`config.mk`:
```
export PLATFORM = sky130hd
export DESIGN_NAME = div_clk_monitor
export DESIGN_NICKNAME = d
export VERILOG_FILES = /design/src/rtl/div_clk_monitor.sv
export SDC_FILE = /design/constraint.sdc
export NUM_CORES = 1
export LEC_CHECK = 0
export ABC_AREA = 1
export ABC_CLOCK_PERIOD_IN_PS = 2300
export CAP_MARGIN = 10
export CELL_PAD_IN_SITES_DETAIL_PLACEMENT = 0
export CELL_PAD_IN_SITES_GLOBAL_PLACEMENT = 1
export CORE_UTILIZATION = 30
export DETAILED_ROUTE_END_ITERATION = 16
export PLACE_DENSITY_LB_ADDON = 0.1
export SKIP_LAST_GASP = 1
export SLEW_MARGIN = 20
export SYNTH_ARGS = -nofsm -noshare
export SYNTH_HDL_FRONTEND = slang
export SYNTH_SLANG_ARGS = --single-unit
```
`constraint.sdc`:
```
create_clock -name clk -period 2.3 [get_ports clk]
set_clock_uncertainty 0.1 [all_clocks]
set_input_delay 0.345 -clock clk [delete_from_list [all_inputs] [get_ports clk]]
set_output_delay 0.345 -clock clk [all_outputs]
set_load 0.005 [all_outputs]
```
`src/rtl/div_clk_monitor.sv`:
```
// div_clk_monitor: measures the period and high time of a divided clock that
// is sampled as data in the clk domain, and reports lock, bad periods,
// timeouts and a saturating error count. The state is exposed on state_dbg.
//
// Handshake: there is no valid/ready pair. period_valid is a one-cycle
// strobe that qualifies period/high_cnt, and err/stuck are one-cycle strobes.
// Nothing pushes back on this block.
`timescale 1ns/1ps

module div_clk_monitor #(
    parameter int DIV_N    = 5,
    parameter int CNT_W    = 8,
    parameter int LOCK_CNT = 4
) (
    input  logic             clk,
    input  logic             rst,
    input  logic             div_in,
    output logic [CNT_W-1:0] period,
    output logic [CNT_W-1:0] high_cnt,
    output logic             period_valid,
    output logic             locked,
    output logic             err,
    output logic             stuck,
    output logic [CNT_W-1:0] err_count,
    output logic [1:0]       state_dbg
);

    localparam int GR_W = $clog2(LOCK_CNT + 1);
    localparam logic [CNT_W-1:0] CNT_MAX   = {CNT_W{1'b1}};
    localparam logic [CNT_W-1:0] CNT_ONE   = CNT_W'(1);
    localparam logic [CNT_W-1:0] PER_GOOD  = CNT_W'(DIV_N);
    localparam logic [CNT_W-1:0] PER_TMO   = CNT_W'(2 * DIV_N);
    localparam logic [CNT_W-1:0] HIGH_MIN  = CNT_W'(DIV_N / 2);
    localparam logic [CNT_W-1:0] HIGH_MAX  = CNT_W'((DIV_N + 1) / 2);
    localparam logic [GR_W-1:0]  GR_LOCK   = GR_W'(LOCK_CNT);
    localparam logic [GR_W-1:0]  GR_ONE    = GR_W'(1);

    typedef enum logic [1:0] {
        IDLE    = 2'd0,
        MEASURE = 2'd1,
        LOCKED  = 2'd2
    } state_t;

    state_t            state_q;
    logic              div_q;
    logic [CNT_W-1:0]  cnt_q, cnt_d;
    logic [CNT_W-1:0]  hcnt_q, hcnt_d;
    logic [GR_W-1:0]   good_run_q;
    logic [CNT_W-1:0]  period_q, high_cnt_q, err_count_q, err_count_inc;
    logic              period_valid_q, locked_q, err_q, stuck_q;

    logic              rise;
    logic              good_period;
    logic              timeout;

    assign rise = div_in & ~div_q;

    // A period is good when it has the nominal length and a near-50% duty.
    // A saturated cnt can never equal DIV_N, so very long periods are bad.
    assign good_period = (cnt_q == PER_GOOD) &&
                         (hcnt_q >= HIGH_MIN) && (hcnt_q <= HIGH_MAX);

    // An edge arriving in the timeout cycle wins over the timeout.
    assign timeout = (cnt_q == PER_TMO) && !rise;

    assign err_count_inc = (err_count_q == CNT_MAX) ? err_count_q
                                                    : err_count_q + CNT_ONE;

    // Next values of the period and high-time counters; the rise cycle is the first of the new period.
    always_comb begin
        cnt_d  = cnt_q;
        hcnt_d = hcnt_q;
        if (rise) begin
            cnt_d  = CNT_ONE;
            hcnt_d = CNT_ONE;
        end else begin
            if (cnt_q != CNT_MAX) begin
                cnt_d = cnt_q + CNT_ONE;
            end
            if (div_in && (hcnt_q != CNT_MAX)) begin
                hcnt_d = hcnt_q + CNT_ONE;
            end
        end
    end

    // Sample register for edge detection and the free-running counters.
    always_ff @(posedge clk) begin
        if (!rst) begin
            div_q  <= 1'b0;
            cnt_q  <= '0;
            hcnt_q <= '0;
        end else begin
            div_q  <= div_in;
            cnt_q  <= cnt_d;
            hcnt_q <= hcnt_d;
        end
    end

    // Lock FSM with registered outputs; strobes default low every cycle.
    always_ff @(posedge clk) begin
        if (!rst) begin
            state_q        <= IDLE;
            good_run_q     <= '0;
            period_q       <= '0;
            high_cnt_q     <= '0;
            period_valid_q <= 1'b0;
            locked_q       <= 1'b0;
            err_q          <= 1'b0;
            stuck_q        <= 1'b0;
            err_count_q    <= '0;
        end else begin
            period_valid_q <= 1'b0;
            err_q          <= 1'b0;
            stuck_q        <= 1'b0;
            case (state_q)
                IDLE: begin
                    // The first edge only provides a reference; nothing to report yet.
                    if (rise) begin
                        state_q <= MEASURE;
                    end
                end
                MEASURE, LOCKED: begin
                    if (rise) begin
                        period_q       <= cnt_q;
                        high_cnt_q     <= hcnt_q;
                        period_valid_q <= 1'b1;
                        if (good_period) begin
                            if (state_q == MEASURE) begin
                                good_run_q <= good_run_q + GR_ONE;
                                if ((good_run_q + GR_ONE) == GR_LOCK) begin
                                    state_q  <= LOCKED;
                                    locked_q <= 1'b1;
                                end
                            end
                        end else begin
                            err_q       <= 1'b1;
                            err_count_q <= err_count_inc;
                            good_run_q  <= '0;
                            locked_q    <= 1'b0;
                            state_q     <= MEASURE;
                        end
                    end else if (timeout) begin
                        stuck_q     <= 1'b1;
                        err_q       <= 1'b1;
                        err_count_q <= err_count_inc;
                        good_run_q  <= '0;
                        locked_q    <= 1'b0;
                        state_q     <= IDLE;
                    end
                end
                default: begin
                    state_q    <= IDLE;
                    good_run_q <= '0;
                    locked_q   <= 1'b0;
                end
            endcase
        end
    end

    assign period       = period_q;
    assign high_cnt     = high_cnt_q;
    assign period_valid = period_valid_q;
    assign locked       = locked_q;
    assign err          = err_q;
    assign stuck        = stuck_q;
    assign err_count    = err_count_q;
    assign state_dbg    = state_q;

endmodule

```
## Word level (Yosys, flattened, before mapping)

Index checks and enable logic that the tools add are counted.
Widths: inputs -> output; s select.

- $lt $le $gt $ge: 2
- Mux-type cells: 30
- Add/sub/neg operators: 4
- Bitwise operators: 5
- Reduce and logical (&&, ||, !) cells: 18
- Equality and inequality tests: 13

Operators with widths:

| kind | number |
|---|---|
| $mux 8 | 4 |
| $add 8x1->8 const B | 3 |
| $ne 8x8->1 const B | 2 |
| $mux 1 | 13 |
| $mux 2 | 6 |
| $mux 3 | 4 |
| $eq 8x3->1 const B | 1 |
| $eq 8x4->1 const B | 1 |
| $eq 8x8->1 const B | 1 |
| $ge 8x2->1 const B | 1 |
| $le 8x2->1 const B | 1 |
| $ne 4x4->1 const B | 2 |
| $reduce_and 4->1 | 2 |
| $pmux 3 s2 | 1 |
| $reduce_and 3->1 | 2 |
| $reduce_bool 2->1 | 3 |
| $logic_and 1x1->1 | 4 |
| $ne 2x2->1 const B | 2 |
| $not 1->1 | 4 |
| $pmux 2 s2 | 1 |
| $reduce_and 2->1 | 2 |
| $reduce_or 2->1 | 2 |
| $add 3x1->3 const B | 1 |
| $eq 3x3->1 const B | 1 |
| 8 further kinds | 8 |

- Flip-flop bits (word level): 50
- Logic and storage cells: 86
- Input bits: 3

## Longest topological paths before layout

Gate-level depths: netlist (run 1).

- Depth after elaboration: 7
- Depth in mapped cells: 12
- Mapped depth without buffers: 12

## Worst setup path before layout (run 1)

Ideal clock, no wire load.

- Path kind: register to register
- Start point: reg state_q[0] (netlist: state_dbg[0])
- End point: reg state_q[1] (netlist: state_dbg[1])
- Buffers on the path: 0
- Period minus slack after synthesis: 1.710 ns
- Data required time: 2.087 ns
- Setup slack: 0.590 ns
- Stages on the path, launching flop included: 11
- Data arrival time: 1.497 ns
- Cells stage by stage: dfxtp_1 -> inv_1 -> ha_1 -> inv_1 -> nor2_8 -> nand4_1 -> nand2_1 -> nor2_2 -> nand2_1 -> nand2_1 -> nor2_1

- Longest elaborated chain between the ends: 4
- Elaborated cells between the ends (all ways): 10
- Classes of those cells: 6 x eq/ne; 1 x mux; 3 x reduce/logical

RTL lines:

| element | line | source |
|---|---|---|
| start, declared | 44 | `state_t state_q;` |
| start signal, assigned | 102 | `state_q <= IDLE;` |
| start signal, assigned | 119 | `state_q <= MEASURE;` |
| start signal, assigned | 131 | `state_q <= LOCKED;` |
| $eq 2x1->1 / $eq 2x2->1 (equally long branches) | 115, 128 |  |
| $reduce_or 2->1 | 115 | `case (state_q)` |
| $ne 4x4->1 (no line) / $ne 3x3->1 (equally long branches) | - |  |
| $reduce_and 4->1 (no line) | - |  |

Parallel ways exist; a longest one is shown, timed or not.
A chain may end at the register's enable or synchronous reset.

## Final worst setup path (run 1)

- Start point: reg cnt_q[0]
- End point: reg locked_q (netlist: locked)

- Longest elaborated chain between the ends: 6
- Elaborated cells between the ends (all ways): 12
- Classes of those cells: 5 x eq/ne; 3 x mux; 4 x reduce/logical

RTL lines:

| element | line | source |
|---|---|---|
| start, declared | 46 | `logic [CNT_W-1:0] cnt_q, cnt_d;` |
| start signal, assigned | 94 | `cnt_q <= cnt_d;` |
| $eq 8x3->1 | 60 | `assign good_period = (cnt_q == PER_GOOD) &&` |
| $logic_and 1x1->1 | 60 |  |
| $logic_and 1x1->1 | 61 | `(hcnt_q >= HIGH_MIN) && (hcnt_q <= HIGH_MAX);` |
| $mux 1 | 127 | `if (good_period) begin` |
| $mux 1 | 123 | `if (rise) begin` |
| $pmux 1 s2 | 115 |  |
| end signal, assigned | 132 | `locked_q <= 1'b1;` |
| end signal, assigned | 139 | `locked_q <= 1'b0;` |
| end signal, assigned | 147 | `locked_q <= 1'b0;` |
| end, declared | 50 | `logic period_valid_q, locked_q, err_q, stuck_q;` |

Parallel ways exist; a longest one is shown, timed or not.

==> flow_summary.toml, run 1 <==
[synthesis]
seq_area_frac_synth = 0.406
synth_nets = 346
avgSynthCellArea_um2 = 7.43
synth_ff_type = "dfxtp_1"
async_flop_share = 0
syn_inst = 332
synth_edf_count = 0
syn_area_um2 = 2470
synth_cell_types = 28
ys_warn_count = 0
ys_ff_latch = 50

[timing]
setup_viol = 0
tightest_slew_ns = 0.333
final_max_slew_viol_count = 0
fin_ws_ns = 0.420
tns_ns = 0
relSlewSlack = 0.778
grt_setup_unrepaired = "no"
layout_min_cycle_time_ns = 1.88
hold_viol = 0
fin_crit_sh = 0.817
max_freq_mhz = 532

[grt]
antenna_found_initial = 0
grt_remaining_overflow = 0
grt_pass1_vias = 2045
grt_pass1_wl_um = 9900
grt_max_degree = 31
track_usage = 0.146

[floorplanning]
initial_core_util = 0.314
dieArea_um2 = 8590
fp-row-count = 32
ios = 33
core-area_um2 = 7850
fp.dieW_um = 92.7
die_h_um = 92.7

[hold_path]
min_path_cells = 2
hold_end = "locked"
hold_class = "reg2reg"
hp-start = "locked"

[status]
status = "completed"

[finish]
area_delta_synth_final_pct = 22.9
fin_nets = 384
drive_above_1_share = 0.0755
most-common-layout-cells = "nand2_1 (60), dfxtp_1 (50), nor2_1 (44), inv_1 (41), a21oi_1 (34)"
layout_commonest_cell = "nand2_1"
diodes = 0

[route]
viasPerCell = 4.46
first_pass_iters = 4
route.detailed.drc = 0
wl_per_cell_um = 11.8
vias = 2109
ant_nets = 0
drt_iter0_drc = 58
wirelength_um = 5580

[power_and_ir_drop]
p_leak_nw = 1.28
total_power_mw = 2.68
ir_drop_uv = 362
p_per_area_nw_per_um2 = 885

[place]
gp_congestion = 0.775
port_buffers = 32
dp_worst_setup_slack_ns = 0.324
place_hpwl_um = 4050

[clocking]
cts_buffer_depth = 2
cts-resized-gates = 0
holdBufCountCts = 0
cts-root-buf = "clkbuf_8"
cts.clk_slew.worst_paths_ns = 0.10
htreeDepth = 2
cts_tree = "built"
clock_sinks = 50
cts_buffers = 5
cts_setup_buffers = 0
clk_latency_ns = 0.31

[flow_run]
maxCapViolations = 0

[setup_path]
cp-end-kind = "flop"
r2r_slack_ns = 0.42
critical_path.startpoint = "cnt_q[0]"
cp_max_fo = 8
required_ns = 2.40
arrival_ns = 1.98
reg2reg_to = "locked"
startpoint_type = "flop"
reg2reg_depth = 10
r2r-start = "cnt_q[0]"
critPathKind = "reg2reg"
[worst max-delay path, cell delays in order (launching register included)]
cell and delay (ns):
dfxtp_1 0.42, inv_1 0.11, ha_1 0.21, nand3_1 0.12
nor2_1 0.07, nor2_2 0.24, nand2_1 0.13, nand3_2 0.17
nor2_1 0.07, nor2_1 0.08, nor2_1 0.04
[cell usage after synthesis (7+ instances only)]
cell type	instances	area [um2]
a21oi_1	34	170
dfxtp_1	50	1000
ha_1	11	138
inv_1	41	154
nand2_1	60	225
nand3_1	14	70.1
nand4_1	9	56.3
nor2_1	44	165
o21ai_0	28	140
xor2_1	7	61.3
[through the flow]
stage	instances	utilization	hold WS, ns	instance area [um2]
after floorplan	332	-	0.338	2470
after CTS	473	0.386	0.385	3030
after global routing	473	0.386	0.402	3030
after detailed placement	465	0.371	0.362	2910
final	473	0.386	0.375	3030
after global placement	465	0.371	0.354	2910
[registers in the layout (all words and copies together), names as in the netlist]
| name | flops |
|---|---|
| hcnt_q | 8 |
| stuck | 1 |
| cnt_q | 8 |
| locked | 1 |
| div_q | 1 |
| err | 1 |
| period_valid | 1 |
| state_dbg | 2 |
| high_cnt | 8 |
| period | 8 |
| err_count | 8 |
| good_run_q | 3 |
[kinds of logic after synthesis]
group | after synthesis | synth area share
fa+ha+maj | 11 | 0.0558
simple gates | 143 | 0.279
compound gates | 64 | 0.131
xor+xnor | 11 | 0.0390
flops | 50 | 0.406
buf+inv | 53 | 0.0892
[cell type report]
type / count / area (um2)
Fill cell: 854 / 4810
Multi-Input combinational cell: 229 / 1250
Sequential cell: 50 / 1000
Timing Repair Buffer: 37 / 358
Inverter: 47 / 179
Tap cell: 102 / 128
Clock buffer: 6 / 82.6
Clock inverter: 2 / 38.8
[worst max path at each step]
stage / end / cells after the start
floorplan: state_dbg[1] / 10
global placement: locked / 9
detailed placement: period[4] / 8
CTS: locked / 10
global route: state_dbg[1] / 10
finish: locked / 10
[report_power, final]
group	leakage, nW	internal [mW]	total, mW	switching [mW]
clock network	0.0618	0.358	0.671	0.312
registers	0.407	1.02	1.13	0.104
logic	0.811	0.416	0.885	0.468
total	1.28	1.80	2.68	0.885
[metal layers]
| metal | vias to the layer above | share of wire | track usage | wire, um |
|---|---|---|---|---|
| met5 | - | 0 | 0 | 0 |
| met3 | 7 | 0.029 | 0.0287 | 163 |
| met4 | 0 | 0.014 | 0.0500 | 76 |
| met2 | 29 | 0.44 | 0.231 | 2460 |
| met1 | 930 | 0.52 | 0.196 | 2890 |
| li1 | 1143 | - | - | - |
No activity file was read; power rests on OpenSTA's default activity.
==> inputs of run 2 (changes only) <==
Settings changed: ABC_CLOCK_PERIOD_IN_PS 2300 to 1800.
Clock period 2.3 ns to 1.8 ns, I/O delays scaled along.
==> run 2 against run 1 <==
Compared with the run above:
- largest power group unchanged
- die area stayed put
- sequential power rose by 27%
- critical path type is now reg2out
- non-clock buffer count is 20 higher
- first-iteration DRC count decreased by 1.7%
- sequential cell count did not move
- core utilization up 2.1 points
- total power increased by 27%
==> flow_summary.toml, run 2 (synthesis results as in run 1) <==
[timing]
final_max_slew_viol_count = 0
fin_crit_sh = 0.933
setup_viol = 0
tns_ns = 0
tightest_slew_ns = 0.327
whs_ns = 0.374
max_freq_mhz = 596
hold_viol = 0
layout_min_cycle_time_ns = 1.68
relSlewSlack = 0.781

[finish]
layout_commonest_cell = "nand2_1"
drive_above_1_share = 0.146
postLayoutCoreUtil = 0.407
most-common-layout-cells = "nand2_1 (59), dfxtp_1 (47), inv_1 (40), nor2_1 (40), a21oi_1 (34)"
fin_nets = 404
multi_input_area_um2 = 1270
diodes = 0
regArea_um2 = 1000
area_delta_synth_final_pct = 29.5
nFillCells = 842

[power_and_ir_drop]
ir_drop_uv = 474
p_per_area_nw_per_um2 = 1070
p_leak_nw = 1.37

[route]
first_pass_iters = 4
ant_nets = 0
vias = 2165
wirelength_um = 5810
viasPerCell = 4.39
drt_iter0_drc = 57
route.detailed.drc = 0
wl_per_cell_um = 11.8

[setup_path]
cp-end-kind = "output pin"
reg2reg_depth = 10
critPathKind = "reg2out"
arrival_ns = 1.31
r2r_slack_ns = 0.14
required_ns = 1.43
cp_max_fo = 6
startpoint_type = "flop"
r2r-start = "state_dbg[0]"
crit_family = "buffers and inverters"
crit_chain = "clkdlybuf4s50_1"
critPathSlowestCell = "clkdlybuf4s50_1"
reg2reg_to = "err_count[0]"
critical_path_buf_inv_count = 1
cpPeakStageDelay_ns = 0.55

[place]
place_hpwl_um = 4320
port_buffers = 32
gp_congestion = 0.750

[grt]
grt_max_degree = 31
track_usage = 0.145
grt_remaining_overflow = 0
antenna_found_initial = 0
grt_pass1_vias = 2085
grt_pass1_wl_um = 9920

[clocking]
clk_latency_ns = 0.30
htreeDepth = 2
cts_setup_buffers = 0
cts-root-buf = "clkbuf_8"
cts_tree = "built"
cts_buffers = 5
cts_buffer_depth = 2
cts.clk_slew.worst_paths_ns = 0.09
clock_sinks = 50
cts-resized-gates = 0
holdBufCountCts = 0

[floorplanning]
core-area_um2 = 7850
dieArea_um2 = 8590
die_h_um = 92.7
fp.dieW_um = 92.7
ios = 33
fp-row-count = 32
initial_core_util = 0.314

[hold_path]
hold_end = "locked"
hold_class = "reg2reg"
min_path_cells = 2
hp-start = "locked"

[status]
status = "completed"

[flow_run]
maxCapViolations = 0
-- run 2: changes by cell type in the layout (fill, tap and decap cells not counted), sizes merged --
| cell | previous run | this run |
|---|---|---|
| inv | 47 | 46 |
| bufinv | 1 | 0 |
| clkinvlp | 0 | 1 |
| buf | 5 | 25 |
| clkinv | 1 | 2 |
-- run 2: worst max-delay path by stage --
stage,cells past startpoint,to,from
finish,1,err_count[2],err_count[2]
global route,11,state_dbg[1],cnt_q[0]
CTS,10,locked,cnt_q[0]
detailed placement,9,locked,div_in
global placement,9,locked,div_in
floorplan,10,state_dbg[1],state_dbg[0]
-- run 2: metrics by stage --
| step | instances | cell area (um2) | power (mW) | worst slack (ns) |
|---|---|---|---|---|
| 2_1_floorplan | 332 | 2470 | 2.13 | 0.0899 |
| 3_3_place_gp | 485 | 3070 | 2.72 | -0.0344 |
| 3_5_place_dp | 485 | 3070 | 2.73 | -0.0357 |
| 4_1_cts | 493 | 3170 | 3.45 | 0.0301 |
| 5_1_grt | 493 | 3200 | 3.67 | -0.00736 |
| 6_report | 493 | 3200 | 3.41 | 0.121 |
-- run 2: cell type report --
cell class	instances	share of cell area
clock buffer	6	0.0258
sequential	50	0.314
clock inverter	2	0.00392
multi-input combinational	229	0.397
inverter	47	0.0560
timing repair buffer	57	0.163
tap	102	0.0399
-- run 2: routing by layer --
metal  global-route usage  routed length [um]  vias to the layer above
met5                    0                   0                        -
met2                0.243                2640                       27
met1                0.191                2930                      952
li1                     -                   -                     1184
met3               0.0320                 190                        2
met4               0.0308                  38                        0
-- run 2: where the power goes --
group / internal (mW) / switching [mW]
registers: 1.31 / 0.115
logic: 0.639 / 0.651
clock network: 0.310 / 0.384
